`config.mk`:
```
export PLATFORM = sky130hd
export DESIGN_NAME = onehot_lane_reg
export DESIGN_NICKNAME = d
export VERILOG_FILES = /design/src/rtl/onehot_lane_reg.sv
export SDC_FILE = /design/constraint.sdc
export NUM_CORES = 1
export LEC_CHECK = 0
export CORE_UTILIZATION = 36
export DETAILED_ROUTE_END_ITERATION = 8
export PLACE_DENSITY = 0.74
export SKIP_LAST_GASP = 1
export SLEW_MARGIN = 5
export SYNTH_ARGS = -nofsm -noshare
export SYNTH_HDL_FRONTEND = slang
export SYNTH_SLANG_ARGS = --single-unit
```
`constraint.sdc`:
```
create_clock -name clk -period 2.2 [get_ports clk]
set_clock_uncertainty 0.2 [all_clocks]
set_input_delay 0.33 -clock clk [delete_from_list [all_inputs] [get_ports clk]]
set_output_delay 0.33 -clock clk [all_outputs]
set_load 0.005 [all_outputs]
```
`src/rtl/onehot_lane_reg.sv`:
```
// Registered one-hot lane/column position with absolute load and signed relative moves.
// Works for any width 2..256; moves either wrap modulo OUT_W or saturate at the ends.
module onehot_lane_reg #(
   parameter int OUT_W     = 8,
   parameter bit WRAP      = 1'b1,
   parameter int RESET_IDX = 0,
   localparam int IDX_W    = $clog2(OUT_W)
) (
   input  logic             clk,
   input  logic             reset,
   input  logic             load,
   input  logic [IDX_W-1:0] load_idx,
   input  logic             step,
   input  logic             step_dir,
   input  logic [IDX_W-1:0] step_amt,
   output logic [OUT_W-1:0] out,
   output logic [IDX_W-1:0] idx,
   output logic             edge_hit,
   output logic             bad_idx
);

   // One extra bit keeps idx + amt and idx + OUT_W - amt exact for every legal width.
   localparam logic [IDX_W:0]   W_X    = (IDX_W + 1)'(OUT_W);
   localparam logic [IDX_W:0]   MAX_X  = (IDX_W + 1)'(OUT_W - 1);
   localparam logic [IDX_W-1:0] RST_I  = IDX_W'(RESET_IDX);
   localparam logic [OUT_W-1:0] RST_OH = OUT_W'(1) << RESET_IDX;

   logic [IDX_W:0]   idx_x;
   logic [IDX_W:0]   amt_x;
   logic [IDX_W:0]   amt_mod;
   logic [IDX_W:0]   sum_x;
   logic [IDX_W:0]   next_x;
   logic [IDX_W-1:0] idx_d;
   logic [OUT_W-1:0] out_d;
   logic             edge_d;
   logic             bad_d;

   always_comb begin
      idx_x   = {1'b0, idx};
      amt_x   = {1'b0, step_amt};
      // step_amt < 2*OUT_W, so a single conditional subtract is a full modulo.
      amt_mod = (amt_x >= W_X) ? (amt_x - W_X) : amt_x;
      sum_x   = '0;
      next_x  = idx_x;
      edge_d  = 1'b0;
      bad_d   = 1'b0;

      if (load) begin
         if ({1'b0, load_idx} < W_X) begin
            next_x = {1'b0, load_idx};
         end else begin
            bad_d = 1'b1;
         end
      end else if (step && (step_amt != '0)) begin
         if (WRAP) begin
            if (!step_dir) begin
               sum_x  = idx_x + amt_mod;
               next_x = (sum_x >= W_X) ? (sum_x - W_X) : sum_x;
            end else begin
               next_x = (amt_mod > idx_x) ? (idx_x + W_X - amt_mod) : (idx_x - amt_mod);
            end
         end else begin
            if (!step_dir) begin
               sum_x = idx_x + amt_x;
               if (sum_x > MAX_X) begin
                  next_x = MAX_X;
                  edge_d = 1'b1;
               end else begin
                  next_x = sum_x;
               end
            end else if (amt_x > idx_x) begin
               next_x = '0;
               edge_d = 1'b1;
            end else begin
               next_x = idx_x - amt_x;
            end
         end
      end

      idx_d = next_x[IDX_W-1:0];
      out_d = OUT_W'(1) << idx_d;
   end

   always_ff @(posedge clk or posedge reset) begin
      if (reset) begin
         idx      <= RST_I;
         out      <= RST_OH;
         edge_hit <= 1'b0;
         bad_idx  <= 1'b0;
      end else begin
         idx      <= idx_d;
         out      <= out_d;
         edge_hit <= edge_d;
         bad_idx  <= bad_d;
      end
   end

endmodule
```
==> results_dict.tcl <==
set metrics [dict create \
    synth_edf_count 0 \
    grt_pass1_wl_um 2080 \
    grt.overflow.total 0 \
    drtIter0Drc 1 \
    die_h_um 42.3 \
    hold_viol_final 0 \
    startpoint_type "register" \
    final_cell_mix "clkdlybuf4s50_1, buf_4, dfrtp_1" \
    grt_max_degree 12 \
    grt_use_total 0.156 \
    final_common_cell "clkdlybuf4s50_1" \
    required_ns 2.20 \
    path_class "register to register" \
    syn2layout_area_growth_pct 65.7 \
    endpoint_kind "register" \
    cts_buffer_depth 2 \
    layout-drive-gt1-share 0.341 \
    max_freq_mhz 438 \
    synth_top_family_by_area "compound AO/OA/AOI/OAI gates" \
    drt_pass1_iterations 2 \
    port_buffers 21 \
    whs_ns 0.140 \
    p_per_area_nw_per_um2 581 \
    coreArea_um2 1510 \
    fin_ws_ns -0.0846 \
    io_pins 24 \
    synth.distinct_cells 19 \
    yosysWarnings 0 \
    cts-root-buf "clkbuf_4" \
    cts_sinks 11 \
    synth_compound_area_frac 0.161 \
    synth_adder_area_share 0.111 \
    num-nets-final 104 \
    wl_um 1270 \
    ant_nets 0 \
    clkTransAtPathRegs_ns 0.07 \
    start_util 0.388 \
    cts_hold_buf 0 \
    antenna_found_initial 0 \
    dp_hpwl_um 989 \
    min_path_type "input port to async pin" \
    cts_tree "done" \
    peakVddDrop_v 0.000343 \
    vias 498 \
    fill_cells 123 \
    antenna_cells 0 \
    yosys.area_share.xor_xnor 0 \
    critPathMaxFanout 5 \
    min_period_over_period 1.04 \
    synthArstFlopShare 1.00 \
    yosys.area_share.simple 0.154 \
    routabilityCongestion 0.746 \
    syn-mean-instance-area_um2 11.2 \
    fp.dieW_um 42.3 \
    muxShareOfSynthArea 0.0171 \
    cp.arrival_ns 2.28 \
    viasPerCell 4.79 \
    cts_buffers 3 \
    grt_pass1_vias 490 \
    synth-seq-cells 11 \
    drc_errors 0 \
    rsz0062_at_grt "true" \
    ys.flop_type "dfrtp_1" \
    leakage_uw 0.000442 \
    htree_num_levels 1 \
    dieArea_um2 1790 \
    syn_inst 52 \
    syn_area_um2 584 \
    post_drt_wl_per_cell_um 12.2 \
    fp-row-count 14 \
    synth-seq-area-share 0.473 \
    final.setup.tns_ns -0.542 \
    setup_violations 8 \
    drv_cap 0 \
    final_max_slew_viol_count 0 \
    status "complete, but fails checks" \
    violations "negative setup slack" \
    min_period_ns 2.28 \
    clk_latency_ns 0.26 \
]
where the power goes:
group	internal, µW	switching, µW
sequential	224	10.1
clock	70.0	61.8
combinational	112	84.3
total	407	156
synthesized netlist by cell type (all sizes together), types with 2 or more instances:
| master | number | area share |
|---|---|---|
| a21oi | 2 | 0.017 |
| and3 | 4 | 0.043 |
| buf | 3 | 0.039 |
| dfrtp | 10 | 0.43 |
| fa | 2 | 0.069 |
| ha | 2 | 0.043 |
| inv | 6 | 0.039 |
| nand2 | 4 | 0.026 |
| nor2 | 2 | 0.013 |
| nor3 | 6 | 0.051 |
| o21a | 2 | 0.026 |
| o31ai | 2 | 0.073 |
layout make-up:
cell class | count | area, µm² | area share
inverters | 6 | 22.5 | 0.0233
multi-input cells | 34 | 322 | 0.332
flip-flops and latches | 11 | 277 | 0.286
well taps | 16 | 20.0 | 0.0207
repair buffers | 33 | 302 | 0.311
clock buffers | 4 | 26.3 | 0.0271
layer usage:
layer	wire length [µm]	GRT usage	vias up
li1	-	-	247
met1	501	0.192	239
met2	706	0.265	12
met3	61	0.0259	0
met4	0	0.0750	0
met5	0	0	-
path summary, 6_finish.rpt:
check / end / cells past startpoint / start / slack (ns)
worst max-delay path: out[4]$_DFF_PP0_ / 7 / idx[0]$_DFF_PP0_ / -0.08
worst min-delay path: out[1]$_DFF_PP0_ / 2 / reset / 0.14
worst max register to register: out[4]$_DFF_PP0_ / 7 / idx[0]$_DFF_PP0_ / -0.08
worst min register to register: idx[2]$_DFF_PP0_ / 2 / idx[2]$_DFF_PP0_ / 0.53
max in group asynchronous: out[0]$_DFF_PP1_ / 2 / reset / 1.34
min in group clk: idx[2]$_DFF_PP0_ / 2 / idx[2]$_DFF_PP0_ / 0.53
cell families after synthesis:
logic type               Yosys count
multiplexers                       1
flip-flops                        11
AO/OA/AOI/OAI                      8
AND/OR/NAND/NOR                   18
buffers and inverters              9
adder cells (fa/ha/maj)            4
other                              1
registers in the layout, indices dropped and copies added, names as in the netlist:
signal / count
idx: 3
out: 8
worst max-delay path: stages (launching register included):
cell and delay (ns):
dfrtp_1 0.41, ha_2 0.20, fa_2 0.31, or2_1 0.22, o2111a_1 0.14, o21a_2 0.25
o31ai_4 0.29, and3_1 0.19
stage by stage:
step | utilization | instances | total power (µW) | setup WS, ns | cell area [µm²]
final | 0.643 | 104 | 563 | -0.0846 | 968
after global routing | 0.643 | 104 | 601 | -0.171 | 968
after CTS | 0.627 | 103 | 563 | -0.0859 | 945
after detailed placement | 0.586 | 98 | 414 | -0.544 | 883
after global placement | 0.586 | 98 | 409 | -0.509 | 883
after floorplan | - | 53 | 312 | -0.0256 | 593
what timing repair did:
action	CTS	global route
setup endpoints to repair	10	10
buffers inserted	0	1
gates resized for setup	7	6
pin swaps	8	5
cloned	1	0
(Power assumes the default switching activity.)
